===== src/rtl/imm_encoder_pkg.sv =====
// Shared immediate-encoding definitions: ImmSrc codes and encoder FSM states.
// Latency: n/a (types and constants only).
// Backpressure: n/a.
package imm_encoder_pkg;

    // ImmSrc codes, common to the extender, the control decoder and the encoder.
    typedef logic [1:0] imm_src_t;

    localparam imm_src_t IMM_ROT = 2'b00;  // rotated imm8
    localparam imm_src_t IMM_12  = 2'b01;  // zero-extended imm12
    localparam imm_src_t IMM_BR  = 2'b10;  // branch word offset

    typedef enum logic [1:0] {
        IDLE   = 2'd0,
        SEARCH = 2'd1,
        DONE   = 2'd2
    } state_e;

endpackage


===== src/rtl/imm_encoder_if.sv =====
// Request/response bundle between an instruction builder and imm_encoder.
// Latency: n/a (wires only).
// Backpressure: none; the requester watches Busy and Start is dropped while Busy.
// master = requester (drives Start/ImmSrc/Value); slave = encoder (drives results).
interface imm_encoder_if;
    import imm_encoder_pkg::*;

    logic        Start;
    imm_src_t    ImmSrc;
    logic [31:0] Value;
    logic        Busy;
    logic        Done;
    logic        Valid;
    logic [23:0] InstrImm;

    modport master (output Start, ImmSrc, Value,
                    input  Busy, Done, Valid, InstrImm);
    modport slave  (input  Start, ImmSrc, Value,
                    output Busy, Done, Valid, InstrImm);
endinterface


===== src/rtl/imm_encoder_rot_check.sv =====
// Tests one rotation candidate: ROL(value, 2*rot) fits in 8 bits?
// Latency: combinational.
// Backpressure: n/a.
// Ports: value_i (constant), rot_i (rotation index), match_o, imm8_o.
module imm_rot_check (
    input  logic [31:0] value_i,
    input  logic [3:0]  rot_i,
    output logic        match_o,
    output logic [7:0]  imm8_o
);
    logic [5:0]  sh;
    logic [31:0] t;

    always_comb begin
        sh = {1'b0, rot_i, 1'b0};
        // A shift by 32 (sh == 0) yields zero, so sh == 0 reduces to t = value_i.
        t  = (value_i << sh) | (value_i >> (6'd32 - sh));
        match_o = (t[31:8] == 24'd0);
        imm8_o  = t[7:0];
    end
endmodule


===== src/rtl/imm_encoder.sv =====
// Inverse immediate extender: turns a 32-bit constant into the 24-bit InstrImm field.
// Latency: Done after edge 1 (modes 01/10/11), edge r+2 (rotated hit at r), edge 17 (no hit).
// Backpressure: Start is taken only in IDLE; requests arriving while searching are dropped.
// Ports: CLK, RESETn (async active-low), bus (slave: Start/ImmSrc/Value in, Busy/Done/Valid/InstrImm out).
module imm_encoder
    import imm_encoder_pkg::*;
(
    input  logic         CLK,
    input  logic         RESETn,
    imm_encoder_if.slave bus
);
    state_e      state_q, state_d;
    logic [3:0]  rot_q, rot_d;
    logic [31:0] value_q, value_d;
    logic        busy_q, busy_d;
    logic        done_q, done_d;
    logic        valid_q, valid_d;
    logic [23:0] imm_q, imm_d;

    logic        rc_match;
    logic [7:0]  rc_imm8;
    logic        imm12_ok;
    logic        br_ok;

    imm_rot_check u_rot_check (
        .value_i (value_q),
        .rot_i   (rot_q),
        .match_o (rc_match),
        .imm8_o  (rc_imm8)
    );

    // Direct modes are judged on the incoming Value in the accepting cycle.
    assign imm12_ok = (bus.Value[31:12] == 20'd0);
    // Branch offset: word aligned and bits 31:26 are the sign extension of bit 25.
    assign br_ok    = (bus.Value[1:0] == 2'b00) &&
                      ((bus.Value[31:25] == 7'h00) || (bus.Value[31:25] == 7'h7F));

    always_comb begin
        state_d = state_q;
        rot_d   = rot_q;
        value_d = value_q;
        busy_d  = busy_q;
        valid_d = valid_q;
        imm_d   = imm_q;
        // Done is the registered echo of the one DONE cycle, so it lands one edge later.
        done_d  = (state_q == DONE);

        if (done_q) begin
            busy_d = 1'b0;
        end

        case (state_q)
            IDLE: begin
                if (bus.Start) begin
                    value_d = bus.Value;
                    rot_d   = 4'd0;
                    busy_d  = 1'b1;
                    valid_d = 1'b0;
                    case (bus.ImmSrc)
                        IMM_ROT: state_d = SEARCH;
                        IMM_12: begin
                            valid_d = imm12_ok;
                            imm_d   = imm12_ok ? {12'd0, bus.Value[11:0]} : 24'd0;
                            state_d = DONE;
                        end
                        IMM_BR: begin
                            valid_d = br_ok;
                            imm_d   = br_ok ? bus.Value[25:2] : 24'd0;
                            state_d = DONE;
                        end
                        default: begin
                            valid_d = 1'b0;
                            imm_d   = 24'd0;
                            state_d = DONE;
                        end
                    endcase
                end
            end
            SEARCH: begin
                // Rotations are tried in ascending order, so the first hit is canonical.
                if (rc_match) begin
                    valid_d = 1'b1;
                    imm_d   = {12'd0, rot_q, rc_imm8};
                    state_d = DONE;
                end else if (rot_q == 4'd15) begin
                    valid_d = 1'b0;
                    imm_d   = 24'd0;
                    state_d = DONE;
                end else begin
                    rot_d = rot_q + 4'd1;
                end
            end
            DONE: begin
                state_d = IDLE;
            end
            default: begin
                state_d = IDLE;
            end
        endcase
    end

    always_ff @(posedge CLK or negedge RESETn) begin
        if (!RESETn) begin
            state_q <= IDLE;
            rot_q   <= 4'd0;
            value_q <= 32'd0;
            busy_q  <= 1'b0;
            done_q  <= 1'b0;
            valid_q <= 1'b0;
            imm_q   <= 24'd0;
        end else begin
            state_q <= state_d;
            rot_q   <= rot_d;
            value_q <= value_d;
            busy_q  <= busy_d;
            done_q  <= done_d;
            valid_q <= valid_d;
            imm_q   <= imm_d;
        end
    end

    assign bus.Busy     = busy_q;
    assign bus.Done     = done_q;
    assign bus.Valid    = valid_q;
    assign bus.InstrImm = imm_q;

endmodule


===== src/flat_wrapper.sv =====
// flat-port wrapper written by rule: the top's interface ports become plain ports
module imm_encoder_flat import imm_encoder_pkg::*;
  (CLK, RESETn, bus_Start, bus_ImmSrc, bus_Value, bus_Busy, bus_Done, bus_Valid, bus_InstrImm);
  imm_encoder_if bus_i ();
  input  logic CLK;
  input  logic RESETn;
  input wire logic [$bits(bus_i.Start)-1:0] bus_Start;
  input wire logic [$bits(bus_i.ImmSrc)-1:0] bus_ImmSrc;
  input wire logic [$bits(bus_i.Value)-1:0] bus_Value;
  output wire logic [$bits(bus_i.Busy)-1:0] bus_Busy;
  output wire logic [$bits(bus_i.Done)-1:0] bus_Done;
  output wire logic [$bits(bus_i.Valid)-1:0] bus_Valid;
  output wire logic [$bits(bus_i.InstrImm)-1:0] bus_InstrImm;
  assign bus_i.Start = bus_Start;
  assign bus_i.ImmSrc = bus_ImmSrc;
  assign bus_i.Value = bus_Value;
  assign bus_Busy = bus_i.Busy;
  assign bus_Done = bus_i.Done;
  assign bus_Valid = bus_i.Valid;
  assign bus_InstrImm = bus_i.InstrImm;
  imm_encoder u_core (.CLK(CLK), .RESETn(RESETn), .bus(bus_i));
endmodule

===== config.mk =====
export PLATFORM = sky130hd
export DESIGN_NAME = imm_encoder_flat
export DESIGN_NICKNAME = d
export VERILOG_FILES = /design/src/rtl/imm_encoder_pkg.sv /design/src/rtl/imm_encoder_if.sv /design/src/rtl/imm_encoder_rot_check.sv /design/src/rtl/imm_encoder.sv /design/src/flat_wrapper.sv
export SDC_FILE = /design/constraint.sdc
export NUM_CORES = 1
export LEC_CHECK = 0
export CAP_MARGIN = 20
export CORE_ASPECT_RATIO = 1.4
export CORE_UTILIZATION = 44
export CTS_CLUSTER_DIAMETER = 60
export DETAILED_ROUTE_END_ITERATION = 6
export GPL_TIMING_DRIVEN = 0
export PLACE_DENSITY_LB_ADDON = 0.1
export SETUP_SLACK_MARGIN = 0.02
export SYNTH_ARGS = -nofsm -noshare
export SYNTH_HDL_FRONTEND = slang
export SYNTH_SLANG_ARGS = --single-unit

===== constraint.sdc =====
create_clock -name CLK -period 4.1 [get_ports CLK]
set_input_delay 0.82 -clock CLK [delete_from_list [all_inputs] [get_ports CLK]]
set_output_delay 0.82 -clock CLK [all_outputs]
set_load 0.01 [all_outputs]

==> results.py, run 1 <==
metrics = {
    "worst_setup_path": {
        "max_stage_delay_ns": 0.51,
        "type_of_the_worst_setup_path": "reg -> reg",
        "crit_slowest_cell": "sky130_fd_sc_hd__o41a_1",
        "cp_cell_sequence": "clkbuf_4 -> inv_1 -> ha_1 -> buf_4 -> buf_2 -> mux2i_1 -> nand3b_1 -> o41a_1 -> o21ai_4 -> a31o_1 -> buf_6 -> buf_12 -> mux2_4",
        "timing.critical_path.to_type": "flip-flop",
        "required_time_of_the_worst_setup_path_ns": 4.31,
        "crit_path_max_fanout": 10,
        "crit_path_start_kind": "flip-flop",
        "cp.arrival_ns": 4.18,
    },
    "logic_synthesis": {
        "synthCells": 548,
        "synth_seq_cells": 65,
        "synth.yosys.warnings": 0,
        "yosysSeqAreaShare_pct": 32.4,
        "syn_area_per_cell_um2": 9.15,
        "async_reset_ff_share_pct": 100,
        "synthDistinctLibCells": 72,
        "syn_nets": 590,
        "syn_std_cell_area_um2": 5020,
        "synth_enable_flop_cells": 0,
        "main_synth_ff_type": "sky130_fd_sc_hd__dfrtp_1",
    },
    "routing": {
        "met1Wirelength_um": 6740,
        "via_count": 4803,
        "drt_pre_antenna_iters": 5,
        "met3_length_um": 980,
        "maxUsedRoutingLayer": "met4",
        "via_per_inst": 6.25,
        "detailed_route_wire_length_um": 17000,
        "dr_wl_met2_um": 8360,
        "route.detailed.drc": 0,
        "dr.first_iter.drc_count": 338,
        "routed_length_per_placed_instance_um": 22.1,
        "detail-route-antenna-nets": 0,
    },
    "global_routing": {
        "grt_pass1_vias": 4775,
        "gr-usage-all-layers_pct": 30.1,
        "final_global_route_overflow_total": 0,
        "grt_max_degree": 66,
        "antenna_violations_before_repair": 0,
        "first_pass_grt_wire_length_um": 26800,
    },
    "place": {
        "port_buffers": 63,
        "gp_congestion": 1.04,
        "placement.cell_area_um2": 5820,
        "placement.setup.worst_slack_ns": -0.467,
        "dp_hpwl_um": 12900,
    },
    "cells_and_area": {
        "area_growth_syn_to_layout_pct": 22.7,
        "layout-drive-gt1-share_pct": 12.4,
        "layout_commonest_cell": "sky130_fd_sc_hd__nand2_1",
        "finalNetCount": 664,
        "area.sequential_um2": 1630,
        "layout_common_cells": "sky130_fd_sc_hd__nand2_1 (122), sky130_fd_sc_hd__dfrtp_1 (65), sky130_fd_sc_hd__clkdlybuf4s50_1 (62)",
        "post-route-cell-area_um2": 6150,
        "final.fill_count": 1040,
        "area_taken_by_multi_input_logic_gates_um2": 3050,
        "final_core_utilization_pct": 56.1,
        "antenna_cells_inserted": 0,
    },
    "clocking": {
        "clk-insertion-delay-late_ns": 0.33,
        "numCtsBuffers": 9,
        "clk_pin_slew_worst_paths_ns": 0.06,
        "postCtsSetupBuffers": 0,
        "clockBufferDepth": 2,
        "cts-hold-fix-buffers": 0,
        "cts.sink_count": 65,
        "h-tree-depth": 3,
        "root_buffer_selected_by_cts": "sky130_fd_sc_hd__clkbuf_16",
        "tritoncts_clock_tree": "yes",
    },
    "sta": {
        "achievable-frequency_ghz": 0.252,
        "fin_crit_share_pct": 96.7,
        "max_slew.worst_pin.slew_ns": 0.884,
        "finalHoldViolCount": 0,
        "max_slew_margin_pct": 40.9,
        "setup_slack_ns": 0.136,
        "maxSlewViolCount": 0,
        "fin_hold_ws_ns": 0.486,
        "final_period_minus_worst_setup_slack_ns": 3.96,
        "setup_violations": 0,
        "rsz0062_at_grt": "no",
        "clock-skew-final_ns": 0.00472,
    },
    "run_status": {
        "outcome": "finished, final reports clean",
    },
    "power_and_ir_drop": {
        "p_comb_share_pct": 60.3,
        "power.share.switching_pct": 47.5,
        "pwr_density_cell_nw_per_um2": 828,
        "power_frac_seq_pct": 23.6,
        "vdd_ir_drop_max_v": 0.000307,
        "reported_net_switching_power_mw": 2.42,
        "power.total_mw": 5.10,
        "clock_power_share_pct": 16.1,
        "internal_power_mw": 2.68,
        "leakage_nw": 2.53,
    },
    "floorplanning": {
        "start_util_pct": 45.7,
        "die_width_um": 92.2,
        "io_pins": 64,
        "design.core.area_um2": 11000,
        "fp.dieArea_um2": 11800,
        "rows": 45,
        "die_h_um": 128,
    },
    "worst_hold_path": {
        "min_path_type": "reg -> reg",
    },
    "job": {
        "maxCapViolations": 0,
    },
}
[kinds of logic after synthesis]
kind of cell | share of synthesized area [%]
DFF | 32.4
and+or+nand+nor | 22.2
AOI/OAI and AO/OA | 15.3
muxes | 21.6
xor gates and xnor gates | 0.349
adders and majority gates | 1.25
buffers and inverters | 6.88
[critical path, delay by kind of cell (launching register included)]
kind | cells | cell delay, ns
fa+ha+maj | 1 | 0.43
simple gates | 1 | 0.17
mux | 2 | 0.60
buf+inv | 6 | 1.23
flops | 1 | 0.37
compound gates | 3 | 1.02
[routing by layer]
layer,vias up,global-route usage [%]
met5,-,0
met4,0,18.5
met3,57,2.84
met2,234,49.6
met1,2319,38.4
li1,2193,-
[metrics by stage]
step	std cells	TNS [ns]
after floorplan	548	0
after global placement	752	-2.86
after detailed placement	752	-3.49
after CTS	768	0
after global routing	768	0
final	768	0
[repair_timing]
| item | 4_1_cts | 5_1_grt |
|---|---|---|
| resized for setup | 2 | 4 |
| endpoints found under the hold margin | 0 | 0 |
| endpoints found under the setup margin | 25 | 10 |
[final timing paths]
check	startpoint	to	slack, ns	depth (start not counted)
max	u_core.rot_q[1]$_DFFE_PN0P_	u_core.bus.InstrImm[6]$_DFFE_PN0P_	0.14	13
min	u_core.bus.Done$_DFF_PN0_	u_core.bus.Busy$_DFF_PN0_	0.49	1
max reg2reg	u_core.rot_q[1]$_DFFE_PN0P_	u_core.bus.InstrImm[6]$_DFFE_PN0P_	0.14	13
min reg2reg	u_core.bus.Done$_DFF_PN0_	u_core.bus.Busy$_DFF_PN0_	0.49	1
max in group asynchronous	RESETn	u_core.value_q[31]$_DFFE_PN0P_	2.98	1
min in group asynchronous	RESETn	u_core.bus.InstrImm[0]$_DFFE_PN0P_	0.59	1
[state kept, by name, summed over array words and instances, names as in the netlist]
| register | flops |
|---|---|
| u_core.value_q | 32 |
| u_core.bus.InstrImm | 24 |
| u_core.rot_q | 4 |
| u_core.state_q | 2 |
| u_core.bus.Busy | 1 |
| u_core.bus.Done | 1 |
| u_core.bus.Valid | 1 |
[cell usage after synthesis (3+ instances only)]
cell | number | area (um2)
sky130_fd_sc_hd__o22ai_1 | 4 | 25.0
sky130_fd_sc_hd__a311oi_1 | 4 | 35.0
sky130_fd_sc_hd__nor4_1 | 12 | 75.1
sky130_fd_sc_hd__a22oi_1 | 9 | 67.6
sky130_fd_sc_hd__inv_1 | 22 | 82.6
sky130_fd_sc_hd__a221oi_1 | 3 | 26.3
sky130_fd_sc_hd__buf_6 | 5 | 56.3
sky130_fd_sc_hd__or4_1 | 6 | 45.0
sky130_fd_sc_hd__o211ai_1 | 5 | 37.5
sky130_fd_sc_hd__a31oi_1 | 8 | 50.1
sky130_fd_sc_hd__o21ai_0 | 11 | 55.1
sky130_fd_sc_hd__nand4_1 | 8 | 50.1
sky130_fd_sc_hd__o31ai_1 | 4 | 30.0
sky130_fd_sc_hd__buf_1 | 3 | 11.3
sky130_fd_sc_hd__mux4_2 | 15 | 338
sky130_fd_sc_hd__a211oi_1 | 6 | 45.0
sky130_fd_sc_hd__mux2_2 | 13 | 146
sky130_fd_sc_hd__a22o_1 | 6 | 52.6
sky130_fd_sc_hd__ha_1 | 5 | 62.6
sky130_fd_sc_hd__nor3_1 | 11 | 55.1
sky130_fd_sc_hd__buf_12 | 3 | 60.1
sky130_fd_sc_hd__a21oi_1 | 12 | 60.1
sky130_fd_sc_hd__mux2_4 | 3 | 45.0
sky130_fd_sc_hd__nor2b_1 | 5 | 31.3
sky130_fd_sc_hd__nand3_1 | 5 | 25.0
sky130_fd_sc_hd__nor2_1 | 37 | 139
sky130_fd_sc_hd__nand3b_1 | 5 | 37.5
sky130_fd_sc_hd__nand2_1 | 122 | 458
sky130_fd_sc_hd__buf_2 | 9 | 45.0
sky130_fd_sc_hd__mux4_1 | 7 | 184
sky130_fd_sc_hd__dfrtp_1 | 65 | 1630
sky130_fd_sc_hd__nor3b_1 | 4 | 30.0
sky130_fd_sc_hd__nor4b_1 | 6 | 52.6
sky130_fd_sc_hd__clkbuf_1 | 22 | 82.6
sky130_fd_sc_hd__mux2i_1 | 37 | 370
[power by group through the flow]
stage / Clock, mW / Combinational [mW] / Sequential (mW)
floorplan: 0 / 2.15 / 1.08
global placement: 0 / 3.00 / 1.19
detailed placement: 0 / 2.99 / 1.20
CTS: 0.831 / 3.01 / 1.19
global route: 0.851 / 3.28 / 1.24
finish: 0.820 / 3.07 / 1.20
[layout make-up]
| class | count | area share (%) |
|---|---|---|
| Sequential cell | 65 | 26.4 |
| Clock buffer | 9 | 3.66 |
| Clock inverter | 7 | 1.55 |
| Buffer | 43 | 4.39 |
| Inverter | 22 | 1.34 |
| Multi-Input combinational cell | 418 | 49.6 |
| Timing Repair Buffer | 63 | 10.2 |
| Tap cell | 141 | 2.87 |
Note: power is estimated with default switching activity, not from simulation.
==> run 2: changes to the inputs <==
CAP_MARGIN = 5   (was 20)
CORE_MARGIN = 2   (was unset)
==> run 2 against run 1 <==
Effect of this change:
- die area is 3.8% higher
- register-to-register slack hardly changed
- sequential power hardly changed
- via count is 0.44% higher
- total power is 0.72% higher
- final cell count is 0.39% higher
- non-clock buffer count stayed put
- setup slack better by 0.014 ns
- maximum frequency is 0.36% higher
- routed wire length is 0.90% higher
- critical path depth stayed put
- critical path type unchanged
- largest cell class unchanged
- largest power group unchanged
==> results.py, run 2 (synthesis gave the netlist of run 1 again) <==
metrics = {
    "routing": {
        "routed_length_per_placed_instance_um": 22.2,
        "drt_pre_antenna_iters": 5,
        "route.detailed.drc": 0,
        "detail-route-antenna-nets": 0,
        "dr.first_iter.drc_count": 362,
        "detailed_route_wire_length_um": 17100,
        "via_per_inst": 6.26,
        "via_count": 4824,
    },
    "run_status": {
        "outcome": "finished, final reports clean",
    },
    "power_and_ir_drop": {
        "power.share.switching_pct": 47.5,
        "clock_power_share_pct": 16.3,
        "power_frac_seq_pct": 23.5,
        "reported_net_switching_power_mw": 2.44,
        "leakage_nw": 2.52,
        "vdd_ir_drop_max_v": 0.000328,
        "p_comb_share_pct": 60.2,
        "internal_power_mw": 2.70,
        "pwr_density_cell_nw_per_um2": 832,
        "power.total_mw": 5.13,
    },
    "worst_setup_path": {
        "cp.arrival_ns": 4.16,
        "timing.critical_path.to_type": "flip-flop",
        "worstReg2RegEnd": "u_core.bus.InstrImm[6]$_DFFE_PN0P_",
        "startpoint": "u_core.rot_q[1]$_DFFE_PN0P_",
        "crit_path_start_kind": "flip-flop",
        "crit_path_max_fanout": 10,
        "required_time_of_the_worst_setup_path_ns": 4.31,
        "rr_startpoint": "u_core.rot_q[1]$_DFFE_PN0P_",
        "reg2reg_setup_slack_ns": 0.15,
        "ff2ff_path_depth": 13,
        "crit_path_end": "u_core.bus.InstrImm[6]$_DFFE_PN0P_",
        "type_of_the_worst_setup_path": "reg -> reg",
    },
    "clocking": {
        "cts-hold-fix-buffers": 0,
        "root_buffer_selected_by_cts": "sky130_fd_sc_hd__clkbuf_16",
        "cts_resized": 2,
        "numCtsBuffers": 9,
        "h-tree-depth": 3,
        "tritoncts_clock_tree": "yes",
        "clk-insertion-delay-late_ns": 0.33,
        "clk_pin_slew_worst_paths_ns": 0.06,
        "cts.sink_count": 65,
        "postCtsSetupBuffers": 0,
        "clockBufferDepth": 2,
    },
    "floorplanning": {
        "design.core.area_um2": 11200,
        "die_width_um": 94.2,
        "fp.dieArea_um2": 12300,
        "die_h_um": 130,
        "rows": 46,
        "io_pins": 64,
        "start_util_pct": 44.7,
    },
    "sta": {
        "fin_crit_share_pct": 96.3,
        "totalNegativeSetupSlack_ns": 0,
        "max_slew_margin_pct": 39.2,
        "finalHoldViolCount": 0,
        "setup_slack_ns": 0.150,
        "setup_violations": 0,
        "final_period_minus_worst_setup_slack_ns": 3.95,
        "maxSlewViolCount": 0,
        "achievable-frequency_ghz": 0.253,
        "clock-skew-final_ns": 0.00573,
        "rsz0062_at_grt": "no",
        "fin_hold_ws_ns": 0.476,
        "max_slew.worst_pin.slew_ns": 0.910,
    },
    "place": {
        "placement.setup.worst_slack_ns": -0.458,
        "gp_congestion": 0.989,
        "dp_hpwl_um": 13000,
        "port_buffers": 63,
    },
    "global_routing": {
        "grt_max_degree": 66,
        "final_global_route_overflow_total": 0,
        "grt_pass1_vias": 4806,
        "antenna_violations_before_repair": 0,
        "gr-usage-all-layers_pct": 29.2,
        "first_pass_grt_wire_length_um": 26800,
    },
    "cells_and_area": {
        "largest_reg_flops": 32,
        "antenna_cells_inserted": 0,
        "layout-drive-gt1-share_pct": 12.4,
        "layout_commonest_cell": "sky130_fd_sc_hd__nand2_1",
        "layout_common_cells": "sky130_fd_sc_hd__nand2_1 (122), sky130_fd_sc_hd__dfrtp_1 (65), sky130_fd_sc_hd__clkdlybuf4s50_1 (62)",
        "max_flop_register": "u_core.value_q",
        "area_growth_syn_to_layout_pct": 23.0,
        "finalNetCount": 664,
    },
    "job": {
        "maxCapViolations": 0,
    },
    "worst_hold_path": {
        "min_path_type": "reg -> reg",
    },
}
==> run 2: stage by stage <==
| step | cell area, um2 | std cells | util, % |
|---|---|---|---|
| 4_1_cts | 6160 | 771 | 54.9 |
| 3_3_place_gp | 5830 | 755 | 51.9 |
| 5_1_grt | 6170 | 771 | 55.0 |
| 3_5_place_dp | 5820 | 755 | 51.9 |
| 6_report | 6170 | 771 | 55.0 |
| 2_1_floorplan | 5020 | 548 | - |
==> run 2: critical path, stage by stage, from the launching register on <==
cell                       delay [ns]
sky130_fd_sc_hd__dfrtp_1         0.37
sky130_fd_sc_hd__clkbuf_4        0.25
sky130_fd_sc_hd__inv_1           0.18
sky130_fd_sc_hd__ha_1            0.42
sky130_fd_sc_hd__buf_4           0.23
sky130_fd_sc_hd__buf_2           0.28
sky130_fd_sc_hd__mux2i_1         0.27
sky130_fd_sc_hd__nand3b_1        0.18
sky130_fd_sc_hd__o41a_1          0.54
sky130_fd_sc_hd__o21ai_4         0.31
sky130_fd_sc_hd__a31o_1          0.21
sky130_fd_sc_hd__buf_6           0.14
sky130_fd_sc_hd__buf_12          0.15
sky130_fd_sc_hd__mux2_4          0.30
==> run 2: worst min path at each step <==
stage / from / endpoint / slack [ns] / cells past startpoint
5_1_grt: u_core.bus.Done$_DFF_PN0_ / u_core.bus.Busy$_DFF_PN0_ / 0.50 / 1
4_1_cts: u_core.bus.Done$_DFF_PN0_ / u_core.bus.Busy$_DFF_PN0_ / 0.48 / 1
2_1_floorplan: u_core.state_q[0]$_DFFE_PN0P_ / u_core.bus.Done$_DFF_PN0_ / 0.44 / 1
3_5_place_dp: u_core.state_q[0]$_DFFE_PN0P_ / u_core.bus.Done$_DFF_PN0_ / 0.48 / 1
6_report: u_core.bus.Done$_DFF_PN0_ / u_core.bus.Busy$_DFF_PN0_ / 0.48 / 1
3_3_place_gp: u_core.bus.Done$_DFF_PN0_ / u_core.bus.Busy$_DFF_PN0_ / 0.47 / 1
==> run 2: routing by layer <==
layer / part of all wire (%) / GRT usage [%]
met1: 38 / 36.3
met2: 48 / 46.2
met3: 6.8 / 5.02
met4: 6.7 / 19.7
met5: 0 / 0
==> run 2: power groups by stage <==
stage	sequential (mW)	clock, mW	combinational (mW)
floorplan	1.08	0	2.15
detailed placement	1.20	0	3.01
global route	1.24	0.876	3.30
global placement	1.19	0	3.03
CTS	1.19	0.850	3.03
finish	1.21	0.836	3.09
==> run 2: layout make-up <==
cell class,instances,area [um2]
timing repair buffer,63,628
multi-input combinational,418,3050
tap,144,180
clock inverter,6,91.3
inverter,22,82.6
buffer,43,270
fill,1067,5050
clock buffer,10,239
sequential,65,1630
==> run 3: changes to the inputs <==
CELL_PAD_IN_SITES_DETAIL_PLACEMENT = 1   (was unset)
CELL_PAD_IN_SITES_GLOBAL_PLACEMENT = 1   (was unset)
CORE_UTILIZATION = 43   (was 44)
==> run 3 against run 2 <==
Effect of this change:
- sequential power is essentially flat
- sequential cell count is the same
- clock skew grew 0.0020 ns
- non-clock buffer count grew 3
- combinational power grew 2%
==> results.py, run 3 (synthesis gave the netlist of run 1 again) <==
metrics = {
    "sta": {
        "final_period_minus_worst_setup_slack_ns": 4.07,
        "achievable-frequency_ghz": 0.246,
        "maxSlewViolCount": 0,
        "max_slew.worst_pin.slew_ns": 1.21,
        "setup_violations": 0,
        "fin_hold_ws_ns": 0.502,
        "clock-skew-final_ns": 0.00769,
        "rsz0062_at_grt": "no",
        "max_slew_margin_pct": 18.9,
        "finalHoldViolCount": 0,
        "fin_crit_share_pct": 99.3,
    },
    "floorplanning": {
        "design.core.area_um2": 11300,
        "start_util_pct": 44.2,
        "die_h_um": 132,
        "fp.dieArea_um2": 12600,
        "rows": 46,
        "io_pins": 64,
        "die_width_um": 95.3,
    },
    "place": {
        "placement.cell_area_um2": 5820,
        "numPlacedInstances": 755,
        "gp_congestion": 1.01,
        "port_buffers": 63,
        "dp_hpwl_um": 13900,
    },
    "clocking": {
        "tritoncts_clock_tree": "yes",
        "h-tree-depth": 3,
        "clk_pin_slew_worst_paths_ns": 0.06,
        "clockBufferDepth": 2,
        "root_buffer_selected_by_cts": "sky130_fd_sc_hd__clkbuf_16",
        "clk-insertion-delay-late_ns": 0.34,
        "numCtsBuffers": 9,
        "cts.sink_count": 65,
    },
    "worst_setup_path": {
        "cell_repeated_most_along_the_worst_path": "sky130_fd_sc_hd__nor4_1",
        "worstReg2RegEnd": "u_core.bus.InstrImm[5]$_DFFE_PN0P_",
        "crit_buf_inv": 2,
        "max_stage_delay_ns": 0.94,
        "crit_path_start_kind": "input port",
        "type_of_the_worst_setup_path": "in -> reg",
        "timing.critical_path.to_type": "flip-flop",
        "cp_top_family": "simple AND/OR/NAND/NOR gates",
        "cp_cell_sequence": "clkdlybuf4s50_1 -> or4_1 -> nor4_1 -> nand4b_1 -> nor4_1 -> clkbuf_1 -> a22oi_1 -> o31ai_1 -> mux2_2",
        "reg2reg_setup_slack_ns": 0.18,
        "required_time_of_the_worst_setup_path_ns": 4.38,
        "cp.arrival_ns": 4.35,
        "rr_startpoint": "u_core.rot_q[1]$_DFFE_PN0P_",
        "crit_path_max_fanout": 10,
        "ff2ff_path_depth": 14,
        "crit_slowest_cell": "sky130_fd_sc_hd__nor4_1",
    },
    "routing": {
        "dr.first_iter.drc_count": 324,
        "routed_length_per_placed_instance_um": 23.8,
        "drt_pre_antenna_iters": 5,
        "route.detailed.drc": 0,
        "detailed_route_wire_length_um": 18400,
        "via_per_inst": 6.40,
        "detail-route-antenna-nets": 0,
        "via_count": 4953,
    },
    "run_status": {
        "outcome": "finished, final reports clean",
    },
    "power_and_ir_drop": {
        "leakage_nw": 2.54,
        "reported_net_switching_power_mw": 2.48,
        "p_comb_share_pct": 60.6,
        "vdd_ir_drop_max_v": 0.000292,
        "power_frac_seq_pct": 23.3,
        "power.share.switching_pct": 47.6,
        "power.total_mw": 5.21,
        "internal_power_mw": 2.73,
        "pwr_density_cell_nw_per_um2": 841,
        "clock_power_share_pct": 16.1,
    },
    "cells_and_area": {
        "largest_reg_flops": 32,
        "layout_common_cells": "sky130_fd_sc_hd__nand2_1 (122), sky130_fd_sc_hd__dfrtp_1 (65), sky130_fd_sc_hd__clkdlybuf4s50_1 (62)",
        "layout_commonest_cell": "sky130_fd_sc_hd__nand2_1",
        "final_core_utilization_pct": 54.6,
        "layout-drive-gt1-share_pct": 12.7,
        "finish.cell_count_without_fillers": 774,
        "max_flop_register": "u_core.value_q",
        "area_growth_syn_to_layout_pct": 23.3,
        "antenna_cells_inserted": 0,
        "post-route-cell-area_um2": 6190,
        "final.fill_count": 1303,
        "finalNetCount": 667,
    },
    "job": {
        "maxCapViolations": 0,
    },
    "worst_hold_path": {
        "min_path_type": "reg -> reg",
        "worstHoldPathCells": 1,
        "hold-path-endpoint": "u_core.bus.Busy$_DFF_PN0_",
        "min_from": "u_core.bus.Done$_DFF_PN0_",
    },
    "global_routing": {
        "gr-usage-all-layers_pct": 30.7,
        "grt_pass1_vias": 5176,
        "final_global_route_overflow_total": 0,
        "antenna_violations_before_repair": 0,
        "grt_max_degree": 66,
        "first_pass_grt_wire_length_um": 29200,
    },
}
[run 3: cell types whose count changed in the layout (fill, tap and decap cells not counted), sizes merged]
cell,delta
buf,+3
[run 3: final cells by class]
cell class	instances	area [um2]	share of cell area [%]
Inverter	22	82.6	1.33
Tap cell	144	180	2.91
Clock inverter	6	91.3	1.48
Buffer	43	273	4.41
Sequential cell	65	1630	26.3
Clock buffer	10	239	3.86
Multi-Input combinational cell	418	3040	49.2
Timing Repair Buffer	66	651	10.5
[run 3: repair_timing]
item	CTS	global route
buffers inserted	0	3
hold endpoints to repair	0	0
pin swaps	0	1
resized for setup	3	3
hold buffers	0	0
endpoints found under the setup margin	25	19
[run 3: metrics by stage]
stage,setup TNS [ns],setup WS [ns]
CTS,0,0.0907
detailed placement,-3.12,-0.526
finish,0,0.0291
global placement,-2.91,-0.545
global route,0,0.0318
floorplan,0,0.686
[run 3: worst max-delay path by stage]
stage	start	endpoint	cells after the start
2_1_floorplan	u_core.rot_q[1]$_DFFE_PN0P_	u_core.bus.InstrImm[6]$_DFFE_PN0P_	13
3_3_place_gp	u_core.rot_q[1]$_DFFE_PN0P_	u_core.bus.InstrImm[5]$_DFFE_PN0P_	14
3_5_place_dp	u_core.rot_q[1]$_DFFE_PN0P_	u_core.bus.InstrImm[5]$_DFFE_PN0P_	14
4_1_cts	u_core.rot_q[1]$_DFFE_PN0P_	u_core.bus.InstrImm[5]$_DFFE_PN0P_	14
5_1_grt	u_core.rot_q[1]$_DFFE_PN0P_	u_core.bus.InstrImm[5]$_DFFE_PN0P_	14
6_report	bus_Value[29]	u_core.bus.InstrImm[2]$_DFFE_PN0P_	9
[run 3: power by group through the flow]
stage               clock network [mW]  logic, mW  registers (mW)
floorplan                            0       2.15            1.08
global placement                     0       2.97            1.19
detailed placement                   0       3.02            1.21
CTS                              0.849       3.06            1.20
global route                     0.879       3.37            1.24
finish                           0.838       3.16            1.21
[run 3: metal layers]
metal,up-vias,wire length (um),global-route usage (%)
met4,0,1110,18.1
met2,255,9240,50.6
met5,-,0,0
met1,2443,6930,37.0
li1,2187,-,-
met3,68,1140,5.09
